## config.mk

```make
export PLATFORM = sky130hd
export DESIGN_NAME = ad7980_acq
export DESIGN_NICKNAME = d
export VERILOG_FILES = /design/src/rtl/ad7980_pkg.sv /design/src/rtl/ad7980_acq_fifo.sv /design/src/rtl/ad7980_acq.sv
export SDC_FILE = /design/constraint.sdc
export NUM_CORES = 1
export LEC_CHECK = 0
export BUFFER_PORTS_ARGS = -buffer_cell sky130_fd_sc_hd__buf_2
export CORE_UTILIZATION = 65
export CTS_CLUSTER_SIZE = 25
export DETAILED_ROUTE_END_ITERATION = 8
export PLACE_DENSITY_LB_ADDON = 0.2
export SLEW_MARGIN = 20
export SYNTH_ARGS = -nofsm -noshare
export SYNTH_HDL_FRONTEND = slang
export SYNTH_SLANG_ARGS = --single-unit
```

## constraint.sdc

```tcl
create_clock -name clk -period 6.2 [get_ports clk]
set_input_delay 1.55 -clock clk [delete_from_list [all_inputs] [get_ports clk]]
set_output_delay 1.55 -clock clk [all_outputs]
set_load 0.01 [all_outputs]
```

## src/rtl/ad7980_pkg.sv

```systemverilog
// Shared constants, FSM state encoding and sample helper for the AD7980 acquisition block.
package ad7980_pkg;

    localparam int ADC_WIDTH = 16;

    typedef enum logic [1:0] {
        IDLE,
        WAIT_BUSY,
        CONV
    } acq_state_t;

    // Subtract b from a, clamping at zero instead of wrapping.
    function automatic logic [ADC_WIDTH-1:0] sat_sub(input logic [ADC_WIDTH-1:0] a,
                                                     input logic [ADC_WIDTH-1:0] b);
        return (a > b) ? (a - b) : '0;
    endfunction

endpackage

```

## src/rtl/ad7980_acq_fifo.sv

```systemverilog
// Synchronous FIFO holding averaged words; head is shown combinationally on dout (zero when empty).
module sync_fifo #(
    parameter int WIDTH = 16,
    parameter int DEPTH = 4
) (
    input  logic             clk,
    input  logic             rst_n,
    input  logic             push,
    input  logic             pop,
    input  logic [WIDTH-1:0] din,
    output logic [WIDTH-1:0] dout,
    output logic             full,
    output logic             empty
);
    localparam int AW = $clog2(DEPTH);

    logic [WIDTH-1:0] mem [DEPTH];
    logic [AW:0]      wr_ptr;
    logic [AW:0]      rd_ptr;
    logic             do_push;
    logic             do_pop;

    // The extra pointer bit separates full from empty when the indices match.
    assign empty   = (wr_ptr == rd_ptr);
    assign full    = (wr_ptr[AW] != rd_ptr[AW]) && (wr_ptr[AW-1:0] == rd_ptr[AW-1:0]);
    assign do_pop  = pop & ~empty;
    assign do_push = push & (~full | do_pop);
    assign dout    = empty ? '0 : mem[rd_ptr[AW-1:0]];

    always_ff @(posedge clk or negedge rst_n) begin
        if (!rst_n) begin
            wr_ptr <= '0;
            rd_ptr <= '0;
        end else begin
            if (do_push) wr_ptr <= wr_ptr + (AW+1)'(1);
            if (do_pop)  rd_ptr <= rd_ptr + (AW+1)'(1);
        end
    end

    always_ff @(posedge clk) begin
        if (do_push) mem[wr_ptr[AW-1:0]] <= din;
    end

endmodule

```

## src/rtl/ad7980_acq.sv

```systemverilog
// AD7980 acquisition front end: periodic conversion trigger, sample averaging and output FIFO.
// Build macro AD7980_ACQ_OFFSET_EN adds an offset input subtracted (clamped at 0) from each sample.
module ad7980_acq
    import ad7980_pkg::*;
#(
    parameter int PERIOD     = 200,
    parameter int AVG_LOG2   = 2,
    parameter int FIFO_DEPTH = 4
) (
    input  logic                 clk,
    input  logic                 rst_n,
    input  logic                 enable,
    output logic                 adc_start,
    input  logic                 adc_busy,
    input  logic [ADC_WIDTH-1:0] adc_data,
`ifdef AD7980_ACQ_OFFSET_EN
    input  logic [ADC_WIDTH-1:0] offset,
`endif
    output logic [ADC_WIDTH-1:0] m_data,
    output logic                 m_valid,
    input  logic                 m_ready,
    output logic                 overrun,
    input  logic                 clr_overrun
);
    localparam int CW    = $clog2(PERIOD);
    localparam int ACC_W = ADC_WIDTH + AVG_LOG2;
    localparam int CNT_W = AVG_LOG2 + 1;
    localparam int N_AVG = 1 << AVG_LOG2;

    acq_state_t           state;
    acq_state_t           state_next;
    logic [CW-1:0]        period_cnt;
    logic                 trigger;
    logic                 busy_q;
    logic                 busy_fall;
    logic                 capture;
    logic                 discard_q;
    logic                 sample_valid;
    logic [ADC_WIDTH-1:0] sample_in;
    logic [ADC_WIDTH-1:0] sample_q;
    logic [ACC_W-1:0]     acc;
    logic [ACC_W-1:0]     acc_sum;
    logic [CNT_W-1:0]     sample_cnt;
    logic                 last_sample;
    logic                 push;
    logic                 pop;
    logic                 full;
    logic                 empty;
    logic                 overrun_set;
    logic [ADC_WIDTH-1:0] word;

`ifdef AD7980_ACQ_OFFSET_EN
    assign sample_in = sat_sub(adc_data, offset);
`else
    assign sample_in = adc_data;
`endif

    assign trigger   = enable && (period_cnt == CW'(PERIOD - 1));
    assign busy_fall = busy_q & ~adc_busy;
    assign capture   = (state == CONV) & busy_fall;

    always_ff @(posedge clk or negedge rst_n) begin
        if (!rst_n) begin
            period_cnt <= '0;
        end else if (!enable || period_cnt == CW'(PERIOD - 1)) begin
            period_cnt <= '0;
        end else begin
            period_cnt <= period_cnt + CW'(1);
        end
    end

    always_ff @(posedge clk or negedge rst_n) begin
        if (!rst_n) begin
            state <= IDLE;
        end else begin
            state <= state_next;
        end
    end

    always_comb begin
        state_next = state;
        adc_start  = 1'b0;
        case (state)
            IDLE: begin
                if (trigger) begin
                    adc_start  = 1'b1;
                    state_next = WAIT_BUSY;
                end
            end
            WAIT_BUSY: if (adc_busy)  state_next = CONV;
            CONV:      if (busy_fall) state_next = IDLE;
            default:   state_next = IDLE;
        endcase
    end

    // A conversion that saw enable low at any point is completed but its sample is thrown away.
    always_ff @(posedge clk or negedge rst_n) begin
        if (!rst_n) begin
            busy_q       <= 1'b0;
            discard_q    <= 1'b0;
            sample_valid <= 1'b0;
            sample_q     <= '0;
        end else begin
            busy_q       <= adc_busy;
            sample_valid <= capture & enable & ~discard_q;
            if (capture) sample_q <= sample_in;
            if (state == IDLE) begin
                discard_q <= 1'b0;
            end else if (!enable) begin
                discard_q <= 1'b1;
            end
        end
    end

    assign acc_sum     = acc + ACC_W'(sample_q);
    assign last_sample = (sample_cnt == CNT_W'(N_AVG - 1));
    assign push        = sample_valid & last_sample;
    assign word        = acc_sum[ACC_W-1 -: ADC_WIDTH];

    always_ff @(posedge clk or negedge rst_n) begin
        if (!rst_n) begin
            acc        <= '0;
            sample_cnt <= '0;
        end else if (!enable || (sample_valid && last_sample)) begin
            acc        <= '0;
            sample_cnt <= '0;
        end else if (sample_valid) begin
            acc        <= acc_sum;
            sample_cnt <= sample_cnt + CNT_W'(1);
        end
    end

    assign m_valid = ~empty;
    assign pop     = m_valid & m_ready;

    sync_fifo #(
        .WIDTH(ADC_WIDTH),
        .DEPTH(FIFO_DEPTH)
    ) u_fifo (
        .clk  (clk),
        .rst_n(rst_n),
        .push (push),
        .pop  (pop),
        .din  (word),
        .dout (m_data),
        .full (full),
        .empty(empty)
    );

    // Setting wins over clearing so an error in the clear cycle is never lost.
    assign overrun_set = (trigger && state != IDLE) || (push && full && !pop);

    always_ff @(posedge clk or negedge rst_n) begin
        if (!rst_n) begin
            overrun <= 1'b0;
        end else if (overrun_set) begin
            overrun <= 1'b1;
        end else if (clr_overrun) begin
            overrun <= 1'b0;
        end
    end

endmodule

```

==> After elaboration in Yosys (flattened, before gate mapping) <==
Memory sizes are Yosys's and may differ from the RTL's.
Index checks and enable logic that the tools add are counted.
W data, S select, Z words.
{ "word_totals": {"regBits": 57, "ramBits": 64, "inputBits": 22, "output_inout_bits": 19, "elab_cells": 75, "mem_count": 1} }
{ "mem_list": {"columns": ["memory", "words", "word_bits", "rd", "rd_clocked_by_memory_dff", "wr", "line_no", "rtl"], "rows": [
  ["u_fifo.mem", 4, 16, 1, 0, 1, "ad7980_acq_fifo.sv:17", "logic [WIDTH-1:0] mem [DEPTH];"]
]} }
{ "classes": {"addsub": 5, "eq_ne": 11, "muxes": 18, "bitwise_logic": 13, "reduce_logical": 16} }
{ "op_table": {"columns": ["operator", "count"], "rows": [
  ["$mux W18", 2],
  ["$add A18 B16 Y18", 1],
  ["$mux W16", 1],
  ["$add A3 B1 Y3 const B", 3],
  ["$add A8 B1 Y8 const B", 1],
  ["$and A1 B1 Y1", 8],
  ["$eq A8 B8 Y1 const B", 1],
  ["$mux W1", 8],
  ["$mux W8", 1],
  ["$logic_and A1 B1 Y1", 6],
  ["$mux W2", 3],
  ["$mux W3", 2],
  ["$ne A2 B2 Y1 const B", 3],
  ["$pmux W2 S3", 1],
  ["$reduce_bool A2 Y1", 3],
  ["$not A1 Y1", 4],
  ["$eq A3 B2 Y1 const B", 1],
  ["$eq A3 B3 Y1", 1],
  ["$logic_or A1 B1 Y1", 3],
  ["$reduce_and A3 Y1", 1],
  ["$eq A2 B1 Y1 const B", 1],
  ["$eq A2 B2 Y1", 1],
  ["$eq A2 B2 Y1 const B", 1],
  ["$logic_not A1 Y1", 2],
  ["other kinds (4)", 4]
]} }

==> Logic depth before layout (Yosys ltp) <==
{ "depth": {"ltp_word": 8, "depth_mapped": 8, "depth_no_buf": 8} }

==> Hierarchy <==
A second synthesis with hierarchy kept.
{ "hier_totals": {"hier_cells": 406, "hier_area_um2": 5753.0} }
{ "by_module_without_submodules": {"columns": ["module", "n_inst", "cells_per_inst", "area_per_inst_um2", "seq_area_each_um2"], "rows": [
  ["sync_fifo", 1, 136, 2901.5, 2072.0],
  ["ad7980_acq", 1, 270, 2851.5, 1276.2]
]} }

==> Least setup slack after synthesis <==
OpenSTA, ideal clock, no wires.
{ "synth_path": {"kind": "in2out", "start": "input port enable", "end": "output port adc_start", "arrival_time_ns": 1.881, "required_time_ns": 4.650, "path_slack_ns": 2.769, "path_stages": 2, "n_path_buf": 0, "path_cell_list": "nand2_1 > nor3_1"} }
{ "synth_via": {"elab_chain_len": 3} }
{ "synth_rtl": {"columns": ["item", "line_no", "rtl"], "rows": [
  ["start, declared", "ad7980_acq.sv:12", "input logic enable,"],
  ["$logic_and A1 B1 Y1", "ad7980_acq.sv:58", "assign trigger = enable && (period_cnt == CW'(PERIOD - 1));"],
  ["$mux W1", "ad7980_acq.sv:85", "if (trigger) begin"],
  ["$mux W1", "ad7980_acq.sv:83", "case (state)"],
  ["end, declared", "ad7980_acq.sv:13", "output logic adc_start,"]
]} }
Every way passes these cells.

==> Worst setup path after layout <==
{ "layout_path": {"start": "register u_fifo.rd_ptr[1]", "end": "output port m_valid"} }
{ "layout_via": {"elab_chain_len": 2} }
{ "layout_rtl": {"columns": ["item", "line_no", "rtl"], "rows": [
  ["start, declared", "ad7980_acq_fifo.sv:19", "logic [AW:0] rd_ptr;"],
  ["start signal, assigned", "ad7980_acq_fifo.sv:36", "if (do_pop) rd_ptr <= rd_ptr + (AW+1)'(1);"],
  ["$eq A3 B3 Y1", "ad7980_acq_fifo.sv:24", "assign empty = (wr_ptr == rd_ptr);"],
  ["$not A1 Y1", "ad7980_acq.sv:133", "assign m_valid = ~empty;"],
  ["end, declared", "ad7980_acq.sv:20", "output logic m_valid,"]
]} }
Every way passes these cells.

==> results.md <==
- Outcome: finished, final reports clean
- Final Wtd Congestion: 0.869
- Sw Share: 25.1%
- CTS tree: yes
- Cell Pwr Density: 316 mW/mm^2
- Warnings from Yosys: 0
- Max VDD drop: 0.191 mV
- Area after DPL: 0.00593 mm^2
- Overall routing resource usage: 26.3%
- Worst Path Required: 4.65 ns
- Iter 0 DRT Violations: 245
- Post-CTS Setup Repair Bufs: 0
- Register area share after synthesis: 59.4%
- DR WL met3: 587 um
- Primary FF master, synth: edfxtp_1
- FFs w/ async S/R, synth: 47.1%
- Worst-margin pin slew: 1.00 ns
- Setup violators final: 0
- Setup TNS: 0 ns
- Hold Buf Count CTS: 0
- Worst-Skew Late Latency: 0.51 ns
- Power, Total: 2050 uW
- Area grow syn2layout: 15.2%
- Post-route clock period utilization: 66.4%
- Final Max Tran Viols: 0
- Die ar.: 0.00905 mm^2
- Port Buf Inserts: 40
- FF+latch count, synth: 121
- WS Path Type: flop to primary output
- Max Clk Rate: 243 MHz
- EDFF count, synth: 64
- First-pass GRT wire length: 17100 um
- Aggregate routed wire length: 10500 um
- Final Hold Violating Endpoints: 0
- Met1 Wirelength: 4690 um
- Worst min-delay path category: flop to flop
- Comb power frac: 11.2%
- Grt ovf: 0
- Max-Cap Viols: 0
- Distinct cell type count after synthesis: 50
- Seq pwr share: 43.6%
- Cells on worst reg2reg path: 5
- R2r setup slk: 3.44 ns
- Pin count of the biggest net entering global routing: 58
- IO Count: 41
- Crit path capture: m_valid
- Routed len/inst: 18.4 um
- WHS Path Cells: 1
- Total number of H-tree levels: 4
- Height of the die: 95.2 um
- Cell taking the most area after synthesis: edfxtp_1
- Ratio of cells with drive above 1 in the final layout: 25.5%
- DRC: 0
- Max Root-Sink Buffers: 2
- Most frequent cells in the layout: edfxtp_1 (64), dfrtp_1 (57), buf_2 (40)
- Lkg Pwr: 0.00268 uW
- Synth top area cells: edfxtp_1 (34%), dfrtp_1 (25%), mux4_2 (6.4%)
- CP startpoint: u_fifo.rd_ptr[1]$_DFFE_PN0P_
- Total CTS buffers: 17
- Initial antenna violation count: 0
- Design Area, Final: 0.00649 mm^2
- Avg Inst Size Synth: 13.9 um^2
- Fin worst setup slack: 2.08 ns
- RSZ-0062 raised after global routing: false
- Ant. Diodes: 0
- Row count: 33
- Crit path time final: 4.12 ns
- Vias: 3440
- Worst slew margin: 33.2%
- Reg2reg end: u_fifo.mem[3][15]$_DFFE_PP_
- Routed Antenna Nets: 0
- CTS Root Cell: clkbuf_8
- Worst setup EP type: primary output
- CTS sink count: 121
- Dpl hpwl: 6820 um
- Worst Path Max Fanout: 19
- Clock power share: 45.2%
- Placed insts: 540
- Startpoint types: flop
- Max Used Layer: met4
- FF-to-FF Start: u_fifo.rd_ptr[1]$_DFFE_PN0P_
- Vias in the first global route: 3472
- Commonest non-fill, non-tap cell in the layout: edfxtp_1
- Worst slack at placement: 2.50 ns
- Final net count: 501
- Int Power: 1540 uW
- Share of the synthesized area in the top cell type: 34.1%
- Worst Path Arrival: 2.57 ns
- Initial Utilization: 68.0%
- Post-CTS sizing: 0
- Core area: 0.00830 mm^2
- Synth Cell Area: 0.00564 mm^2
- Syn Inst Count: 405
- TritonRoute pass-1 iters: 4
- Post-route non-filler standard cell count: 572
- Reg clk slew, reported paths: 0.06 ns
- Skew final: 0.0107 ns
- NetSw: 515 uW
- Met2 wire len: 5100 um
- Die X: 95.2 um
- Vias/cell: 6.01
- Mapped Nets: 452
==> stage by stage <==
step           util (%)  hold WS, ns
2_1_floorplan         -        0.425
3_3_place_gp       71.4        0.440
3_5_place_dp       71.4        0.452
4_1_cts            78.3        0.459
5_1_grt            78.3        0.488
6_report           78.3        0.454
==> synth_stat cells (all sizes together) (5+ instances only) <==
| library cell | instances |
|---|---|
| nor2b | 17 |
| ha | 24 |
| xor2 | 13 |
| edfxtp | 64 |
| mux2 | 17 |
| inv | 9 |
| dfrtp | 57 |
| and2 | 6 |
| a21o | 9 |
| mux4 | 16 |
| nor2 | 31 |
| a211oi | 7 |
| a22o | 16 |
| xnor2 | 13 |
| nand3 | 8 |
| a21oi | 15 |
| buf | 7 |
| nand2 | 23 |
| and3 | 5 |
| clkbuf | 5 |
| o21ai | 16 |
==> worst max-delay path: stages, from the launching register on <==
cell,delay (ns)
dfrtp_1,0.87
xnor2_1,0.22
and3_1,0.60
inv_1,0.17
buf_2,0.18
==> area by class of cell <==
type	instances	area, um^2
timing repair buffer	42	215
inverter	9	33.8
clock inverter	14	148
tap	105	131
multi-input combinational	263	2200
fill	489	1800
sequential	121	3350
clock buffer	18	418
==> how the worst min path moves through the flow <==
stage	startpoint	slack [ns]	end
detailed placement	period_cnt[0]$_DFF_PN0_	0.45	period_cnt[0]$_DFF_PN0_
CTS	period_cnt[0]$_DFF_PN0_	0.46	period_cnt[0]$_DFF_PN0_
global route	period_cnt[0]$_DFF_PN0_	0.49	period_cnt[0]$_DFF_PN0_
floorplan	period_cnt[0]$_DFF_PN0_	0.43	period_cnt[0]$_DFF_PN0_
finish	period_cnt[0]$_DFF_PN0_	0.45	period_cnt[0]$_DFF_PN0_
global placement	period_cnt[0]$_DFF_PN0_	0.44	period_cnt[0]$_DFF_PN0_
==> flip-flops by register name, indices dropped and copies added (netlist names) <==
name / flops
state: 2
sample_valid: 1
u_fifo.rd_ptr: 3
busy_q: 1
u_fifo.wr_ptr: 3
acc: 18
sample_cnt: 3
discard_q: 1
u_fifo.mem: 64
sample_q: 16
overrun: 1
period_cnt: 8
==> routing by layer <==
layer  track usage [%]  up-vias
li1                  -     1619
met1              34.2     1692
met2              41.8      112
met3              8.37       17
met4              9.72        0
met5                 0        -
==> cells by family after synthesis <==
| family | synth area share, % |
|---|---|
| compound gates | 10.3 |
| mux | 9.78 |
| xor+xnor | 4.04 |
| simple gates | 8.98 |
| fa+ha+maj | 5.68 |
| buf+inv | 1.89 |
| flops | 59.4 |
==> power groups by stage <==
stage	sequential, uW	combinational, uW	clock [uW]
after floorplan	877	187	0
after global routing	899	258	978
after global placement	910	222	0
after detailed placement	912	230	0
after CTS	897	234	938
final	896	230	928
(Power assumes the default switching activity.)
